===== src/rtl/ip_recv.sv =====
// IPv4 receive parser. Walks the 32-bit word stream from the receive buffer,
// folds the header into a ones-complement checksum, and validates version,
// IHL, length, checksum and destination. Accepted datagrams have their payload
// forwarded one cycle later with framing. Rejected ones are consumed silently
// after a single hdr_err pulse.
//
// Handshake: v_ip is a one-cycle strobe with no backpressure, and each strobe
// carries exactly one word. payload_valid, hdr_valid and hdr_err are
// one-cycle strobes. payload_bytes, src_ip and protocol are held until the
// next accepted header.
module ip_recv #(
  parameter logic [31:0] LOCAL_IP = 32'hC0A8_0102,
  parameter int          TIMEOUT  = 1024
) (
  input  logic        clk,
  input  logic        reset,
  input  logic [31:0] data_ip,
  input  logic        v_ip,
  output logic [31:0] payload_data,
  output logic        payload_valid,
  output logic        payload_last,
  output logic [15:0] payload_bytes,
  output logic [31:0] src_ip,
  output logic [7:0]  protocol,
  output logic        hdr_valid,
  output logic        hdr_err,
  output logic [1:0]  state_dbg
);

  typedef enum logic [1:0] {
    S_HDR     = 2'd0,
    S_OPT     = 2'd1,
    S_PAYLOAD = 2'd2,
    S_DROP    = 2'd3
  } state_t;

  localparam int IW = (TIMEOUT < 2) ? 1 : $clog2(TIMEOUT);

  state_t        state;
  logic [3:0]    idx;
  logic [3:0]    ver_q;
  logic [3:0]    ihl_q;
  logic [15:0]   tl_q;
  logic [7:0]    proto_q;
  logic [31:0]   src_q;
  logic [31:0]   dst_q;
  logic [16:0]   acc;
  logic [15:0]   rem;
  logic [IW-1:0] idle;

  // Add both halves of a word to the accumulator, then apply end-around carry twice.
  function automatic logic [15:0] fold16(input logic [16:0] a, input logic [31:0] w);
    logic [17:0] s;
    logic [16:0] t;
    s = {1'b0, a} + {2'b00, w[31:16]} + {2'b00, w[15:0]};
    t = {1'b0, s[15:0]} + {15'd0, s[17:16]};
    return t[15:0] + {15'd0, t[16]};
  endfunction

  logic [16:0] acc_in;
  logic [15:0] acc_next;
  logic [15:0] ihl4;
  logic [15:0] pb;
  logic [15:0] n_words;
  logic [15:0] drop_n;
  logic [31:0] dst_eff;
  logic        hdr_ok;
  logic        go_opt;
  logic        decide;
  logic        active;
  logic        expired;

  // Header evaluation on the word currently presented.
  always_comb begin
    acc_in   = (state == S_HDR && idx == 4'd0) ? 17'd0 : acc;
    acc_next = fold16(acc_in, data_ip);
    ihl4     = {10'd0, ihl_q, 2'b00};
    pb       = tl_q - ihl4;
    n_words  = 16'(({1'b0, pb} + 17'd3) >> 2);
    drop_n   = (ihl_q < 4'd5 || tl_q < ihl4) ? 16'd0 : n_words;
    dst_eff  = (state == S_HDR) ? data_ip : dst_q;
    hdr_ok   = (ver_q == 4'd4) && (ihl_q >= 4'd5) && (tl_q >= ihl4) &&
               (acc_next == 16'hFFFF) &&
               (dst_eff == LOCAL_IP || dst_eff == 32'hFFFF_FFFF);
    go_opt   = (ver_q == 4'd4) && (ihl_q > 4'd5);
    decide   = v_ip && ((state == S_HDR && idx == 4'd4 && !go_opt) ||
                        (state == S_OPT && idx == ihl_q - 4'd1));
    active   = (state != S_HDR) || (idx != 4'd0);
    expired  = active && !v_ip && (idle == IW'(TIMEOUT - 1));
  end

  assign state_dbg = state;

  // Parser FSM, counters and registered outputs.
  always_ff @(posedge clk) begin
    if (!reset) begin
      state         <= S_HDR;
      idx           <= 4'd0;
      ver_q         <= 4'd0;
      ihl_q         <= 4'd0;
      tl_q          <= 16'd0;
      proto_q       <= 8'd0;
      src_q         <= 32'd0;
      dst_q         <= 32'd0;
      acc           <= 17'd0;
      rem           <= 16'd0;
      idle          <= '0;
      payload_data  <= 32'd0;
      payload_valid <= 1'b0;
      payload_last  <= 1'b0;
      payload_bytes <= 16'd0;
      src_ip        <= 32'd0;
      protocol      <= 8'd0;
      hdr_valid     <= 1'b0;
      hdr_err       <= 1'b0;
    end else begin
      hdr_valid     <= 1'b0;
      hdr_err       <= 1'b0;
      payload_valid <= 1'b0;
      payload_last  <= 1'b0;
      if (v_ip) begin
        idle <= '0;
        case (state)
          S_HDR: begin
            acc <= {1'b0, acc_next};
            idx <= idx + 4'd1;
            case (idx)
              4'd0: begin
                ver_q <= data_ip[31:28];
                ihl_q <= data_ip[27:24];
                tl_q  <= data_ip[15:0];
              end
              4'd2:    proto_q <= data_ip[23:16];
              4'd3:    src_q   <= data_ip;
              4'd4:    dst_q   <= data_ip;
              default: ;
            endcase
            if (idx == 4'd4 && go_opt) state <= S_OPT;
          end
          S_OPT: begin
            acc <= {1'b0, acc_next};
            idx <= idx + 4'd1;
          end
          S_PAYLOAD: begin
            payload_valid <= 1'b1;
            payload_data  <= data_ip;
            rem           <= rem - 16'd1;
            if (rem == 16'd1) begin
              payload_last <= 1'b1;
              state        <= S_HDR;
            end
          end
          S_DROP: begin
            rem <= rem - 16'd1;
            if (rem == 16'd1) state <= S_HDR;
          end
          default: state <= S_HDR;
        endcase
        // The final header word settles the datagram's fate; this overrides
        // the per-word counter updates above.
        if (decide) begin
          idx <= 4'd0;
          acc <= 17'd0;
          if (hdr_ok) begin
            hdr_valid     <= 1'b1;
            payload_bytes <= pb;
            src_ip        <= src_q;
            protocol      <= proto_q;
            rem           <= n_words;
            state         <= (n_words == 16'd0) ? S_HDR : S_PAYLOAD;
          end else begin
            hdr_err <= 1'b1;
            rem     <= drop_n;
            state   <= (drop_n == 16'd0) ? S_HDR : S_DROP;
          end
        end
      end else if (expired) begin
        // Stalled mid-datagram: abandon it; only an undecided header reports.
        if (state == S_HDR || state == S_OPT) hdr_err <= 1'b1;
        state <= S_HDR;
        idx   <= 4'd0;
        acc   <= 17'd0;
        rem   <= 16'd0;
        idle  <= '0;
      end else if (active) begin
        idle <= idle + IW'(1);
      end else begin
        idle <= '0;
      end
    end
  end

endmodule


===== config.mk =====
export PLATFORM = sky130hd
export DESIGN_NAME = ip_recv
export DESIGN_NICKNAME = d
export VERILOG_FILES = /design/src/rtl/ip_recv.sv
export SDC_FILE = /design/constraint.sdc
export NUM_CORES = 1
export LEC_CHECK = 0
export ABC_AREA = 1
export CORE_ASPECT_RATIO = 0.75
export CORE_MARGIN = 2
export CORE_UTILIZATION = 45
export CTS_CLUSTER_DIAMETER = 200
export DETAILED_ROUTE_END_ITERATION = 6
export PLACE_DENSITY = 0.65
export SETUP_SLACK_MARGIN = 0.02
export SLEW_MARGIN = 20
export SYNTH_ARGS = -nofsm -noshare
export SYNTH_HDL_FRONTEND = slang
export SYNTH_SLANG_ARGS = --single-unit
export TNS_END_PERCENT = 10

===== constraint.sdc =====
create_clock -name clk -period 19.3 [get_ports clk]
set_input_delay 5.79 -clock clk [delete_from_list [all_inputs] [get_ports clk]]
set_output_delay 5.79 -clock clk [all_outputs]
set_load 0.1 [all_outputs]

==> Yosys cells after proc, flatten, opt, wreduce, memory -nomap -nowiden <==
Index checks and enable logic that the tools add are counted.
{ "word_totals": {"in_bits": 35, "word_cells": 129, "reg_bits": 237, "output_inout_bits": 94} }
{ "op_classes": {"order_cmp": 5, "reduce_logical": 42, "bitwise_logic": 2, "eq_ne": 18, "add_sub_neg": 10, "n_mux": 33} }
{ "ops": {"columns": ["operator", "count"], "rows": [
  ["17-bit two-way mux", 5],
  ["32-bit equality test, second input constant", 2],
  ["16-bit two-way mux", 4],
  ["16-bit logical NOT", 2],
  ["32-bit two-way mux", 1],
  ["15-bit two-way mux", 2],
  ["3-bit AND reduction", 7],
  ["17-bit by 16-bit adder with 18-bit output", 1],
  ["18-bit by 16-bit adder with 18-bit output", 1],
  ["16-bit by 2-bit adder with 17-bit output", 1],
  ["16-bit by 2-bit adder with 17-bit output, second input constant", 1],
  ["16-bit by 1-bit adder with 16-bit output", 1],
  ["16-bit by 1-bit equality test with 1-bit output, second input constant", 1],
  ["16-bit equality test, second input constant", 1],
  ["16-bit by 6-bit greater-or-equal comparator with 1-bit output", 1],
  ["16-bit by 6-bit less-than comparator with 1-bit output", 1],
  ["2-bit two-way mux", 8],
  ["4-bit two-way mux", 4],
  ["16-bit by 1-bit subtractor with 16-bit output, second input constant", 1],
  ["16-bit by 6-bit subtractor with 16-bit output", 1],
  ["1-bit logical AND", 13],
  ["10-bit by 1-bit adder with 10-bit output, second input constant", 1],
  ["10-bit equality test, second input constant", 1],
  ["4-bit by 2-bit equality test with 1-bit output, second input constant", 2],
  ["other kinds (25)", 47]
]} }

==> Longest topological paths before layout <==
{ "depth": {"ltp_word": 13, "mapped_depth": 51, "mapped_depth_nobuf": 49} }

==> Worst setup path before layout <==
Ideal clock, no wire load.
{ "synth_timing": {"path_type": "input to register", "from": "in data_ip[17]", "to": "reg protocol[5]", "setup_time_ns": 0.119, "n_path_buf": 1, "arrival_ns": 10.907, "slack_ns": 8.273, "required_ns": 19.181, "stages": 38, "cell_sequence": "inv_1 fa_1 inv_1 ha_1 fa_1 nand3_1 nand2_1 nand3_1 nand3_1 nand2_1 nand2_1 nand2_1 a21boi_0 fa_1 nand2_1 nor2_2 nand3_2 nor2_2 [... 2 more ...] nand3_1 nor4_1 ha_1 ha_1 nand4_1 nor2_1 nand2_1 nor2_2 nand3_2 nor2_2 nand3_1 a21oi_2 inv_1 nor3_2 nand4_2 buf_2 nor2_1 nor2_1"} }
{ "synth_between": {"elab_chain_len": 8, "elab_cells_between_ends": 12, "cone_classes": "add/sub (4); eq/ne (3); mux (1); reduce/logical (4)"} }
{ "synth_lines": {"columns": ["item", "line_no", "source"], "rows": [
  ["start: declaration", "17", "input logic [31:0] data_ip,"],
  ["17-bit by 16-bit adder with 18-bit output", "55", "s = {1'b0, a} + {2'b00, w[31:16]} + {2'b00, w[15:0]};"],
  ["18-bit by 16-bit adder with 18-bit output", "55", null],
  ["16-bit by 2-bit adder with 17-bit output", "56", "t = {1'b0, s[15:0]} + {15'd0, s[17:16]};"],
  ["16-bit by 1-bit adder with 16-bit output", "57", "return t[15:0] + {15'd0, t[16]};"],
  ["16-bit equality test", "83", "(acc_next == 16'hFFFF) &&"],
  ["1-bit logical AND", "82", "hdr_ok = (ver_q == 4'd4) && (ihl_q >= 4'd5) && (tl_q >= ihl4) &&"],
  ["1-bit logical AND (*)", "83", null],
  ["3-bit AND reduction (no line) (*)", null, null],
  ["end signal: assignment", "168", "protocol <= proto_q;"],
  ["end: declaration", "24", "output logic [7:0] protocol,"]
]} }
Mark *: on every way between the ends. The rest lies on a longest branch, timed or not.
A chain may end at the register's enable or synchronous reset.

==> Worst setup path in the final report <==
{ "layout_timing": {"from": "in data_ip[8]", "to": "reg src_ip[8]"} }
{ "layout_between": {"elab_chain_len": 7, "elab_cells_between_ends": 11, "cone_classes": "add/sub (3); eq/ne (3); mux (1); reduce/logical (4)"} }
{ "layout_lines": {"columns": ["item", "line_no", "source"], "rows": [
  ["18-bit by 16-bit adder with 18-bit output", "55", null],
  ["16-bit by 2-bit adder with 17-bit output", "56", null],
  ["16-bit by 1-bit adder with 16-bit output", "57", null],
  ["16-bit equality test", "83", null],
  ["1-bit logical AND", "82", null],
  ["1-bit logical AND (*)", "83", null],
  ["3-bit AND reduction (no line) (*)", null, null],
  ["end signal: assignment", "167", "src_ip <= src_q;"],
  ["end: declaration", "23", "output logic [31:0] src_ip,"]
]} }
Marked as above.

==> out/metrics.cfg <==
[placement]
port_buffers=128
routabilityCongestion=0.984
pre_cts_slack_ps=6390
dpl_cell_area_sq_um=14300
place_inst=2350
dp_hpwl_um=30300

[timing]
post-route-period-util_pct=64.2
hold_violations=0
fmax_ghz=0.0807
worstMarginPinSlew_ps=1050
hold_ws_ps=454
drv_slew=0
finalSetupViolCount=0
post-route-min-period_ps=12400
grt_setup_unrepaired=false
worst_slack_ps=6900
fin_tns_setup_ps=0
slew_headroom_pct=29.9
clock_skew_ps=16.6

[worst_hold_path]
min_path_cells=1
worstHoldStart=idle[0]
min_to=idle[0]
hp-class=flop to flop

[drt]
drt-total-wl_um=41200
wl_per_cell_um=17.2
dr.pass1.iters=6
ant_nets=0
vias=12800
drc_errors=0
viasPerCell=5.37
drt_iter0_markers=1098

[synthesis]
synth_edf_count=0
yosys.area.top_type=dfxtp_1
synthDistinctLibCells=47
synthFlopType=dfxtp_1
synthArstFlopShare_pct=0
ys_seq_elements=236
avgSynthCellArea_sq_um=6.76
seq_area_frac_synth_pct=36.7
synth_area_leaders=dfxtp_1, nand2_1, nor2_1, o21ai_0, a21oi_1
yosysTopAreaCellShare_pct=36.7
ys_warn_count=0
synth.most_common_cell=nand2_1
synthTopCellsByCount=nand2_1, nor2_1, dfxtp_1
syn_nets=1988
netlist_instances=1903
mappedNetlistArea_sq_um=12900

[die]
die_h_um=150
rows=53
die_area_sq_um=30000
io_pins=129
die_w_um=199
initial_core_util_pct=45.9
core_sq_um=28100

[layout]
antenna_cells=0
area_growth_pct=17.8
nNetsFinal=2076
final_cells=2392
n_fill_cell=2785
finish.instance_area_sq_um=15200
drive_gt1_share_pct=5.23

[outcome]
status=completed

[worst_setup_path]
cp-start-kind=primary input
crit_slowest_cell=clkdlybuf4s50_1
required_ps=19780
critical_path_class=primary input to flop
crit_path_end_kind=flop
crit_top_cell=nand2_1
crit_fanout=60
cp.arrival_ps=12870
critPathMaxStageDelay_ps=780
regToRegSetupSlack_ps=10880
reg2reg_from=state_dbg[1]
reg2reg_to=src_ip[8]
ff2ff_path_depth=46

[cts]
clkLatencyLatePin_ps=540
htreeDepth=1
cts_resized=0
tritoncts=yes
clock_path_buffers=3
clockRootBuffer=clkbuf_16
post_cts_buffers=0
cts_hold_buf=0
clkTransAtPathRegs_ps=60
cts_num_sinks=236
cts_buffers=23

[global_routing]
antenna_found_initial=0
grt_pass1_vias=11500
grt_max_degree=119
grt_usage_pct=27.4
grt_pass1_wl_um=63300
grt.overflow.total=0

[run]
maxCapViolations=0

[power]
leakage_nw=6.87
vdd_drop_max_v=0.0000713
p_per_area_nw_per_um2=91.9

-- layout by cell type (no fill, tap or decap), types with 5 or more instances in the layout --
cell	instances
inv_1	201
nor2_2	14
ha_1	31
inv_2	7
nand3_1	96
nand2_1	394
nand2_2	14
dfxtp_1	236
a21oi_1	173
fa_1	19
nor3b_1	5
clkdlybuf4s50_1	127
nor2_1	263
o21ai_1	48
clkbuf_16	23
o21ai_0	174
nor3_1	30
xor2_1	22
buf_4	9
xnor2_1	10
a211oi_1	6
clkbuf_8	6
nand4_1	33
-- sequential cells by signal, indices dropped and copies added, names as in the netlist --
signal	cells
dst_q	32
idle	10
idx	4
src_q	32
proto_q	8
src_ip	32
rem	16
payload_bytes	16
ihl_q	4
protocol	8
payload_data	32
payload_valid	1
acc	16
hdr_valid	1
payload_last	1
tl_q	16
state_dbg	2
hdr_err	1
ver_q	4
-- kinds of logic (layout without fill, tap and decap cells) --
| group | Yosys count | in the layout | synth area share [%] |
|---|---|---|---|
| buf+inv | 285 | 389 | 9.03 |
| xor+xnor | 32 | 32 | 2.18 |
| compound gates | 422 | 422 | 17.1 |
| flops | 236 | 236 | 36.7 |
| simple gates | 878 | 878 | 29.1 |
| fa+ha+maj | 50 | 50 | 5.97 |
-- worst max-delay path by stage --
stage | slack [ps] | start | endpoint | cells after the start
2_1_floorplan | 8270 | data_ip[17] | protocol[5] | 38
3_3_place_gp | 6660 | data_ip[8] | payload_bytes[8] | 40
3_5_place_dp | 6390 | data_ip[8] | src_ip[8] | 39
4_1_cts | 6920 | data_ip[8] | src_ip[8] | 39
5_1_grt | 5960 | data_ip[8] | src_ip[8] | 40
6_report | 6900 | data_ip[8] | src_ip[8] | 39
-- area by class of cell --
| cell class | instances | area, sq um | area share [%] |
|---|---|---|---|
| multi-input cells | 1382 | 7000 | 46.2 |
| clock buffers | 31 | 666 | 4.39 |
| well taps | 385 | 482 | 3.18 |
| repair buffers | 137 | 1360 | 8.96 |
| inverters | 211 | 792 | 5.22 |
| flip-flops and latches | 236 | 4720 | 31.1 |
| clock inverters | 10 | 145 | 0.957 |
-- where the power goes --
| group | internal [mW] | switching [mW] |
|---|---|---|
| Clock | 0.284 | 0.199 |
| Combinational | 0.115 | 0.281 |
| Sequential | 0.503 | 0.0123 |
-- per-stage QoR --
stage | util [%] | total power, mW
floorplan | - | 0.801
global placement | 51.1 | 0.911
detailed placement | 51.1 | 0.911
CTS | 54.0 | 1.39
global route | 54.1 | 1.47
finish | 54.1 | 1.39
-- per-layer routing --
layer  part of all wire (%)  vias up  track usage, %
li1                       -     6357               -
met1                     48     5985            40.4
met2                     42      441            41.0
met3                    7.9       58            5.09
met4                    2.3        0            6.57
met5                      0        -               0
-- worst max-delay path, delay by kind of cell --
family                     cells  cell delay, ps
buffers and inverters          1             780
AOI/OAI and AO/OA              3             440
xor gates and xnor gates       1             180
adders and majority gates      6            1730
and+or+nand+nor               28            3900
(Power assumes the default switching activity.)
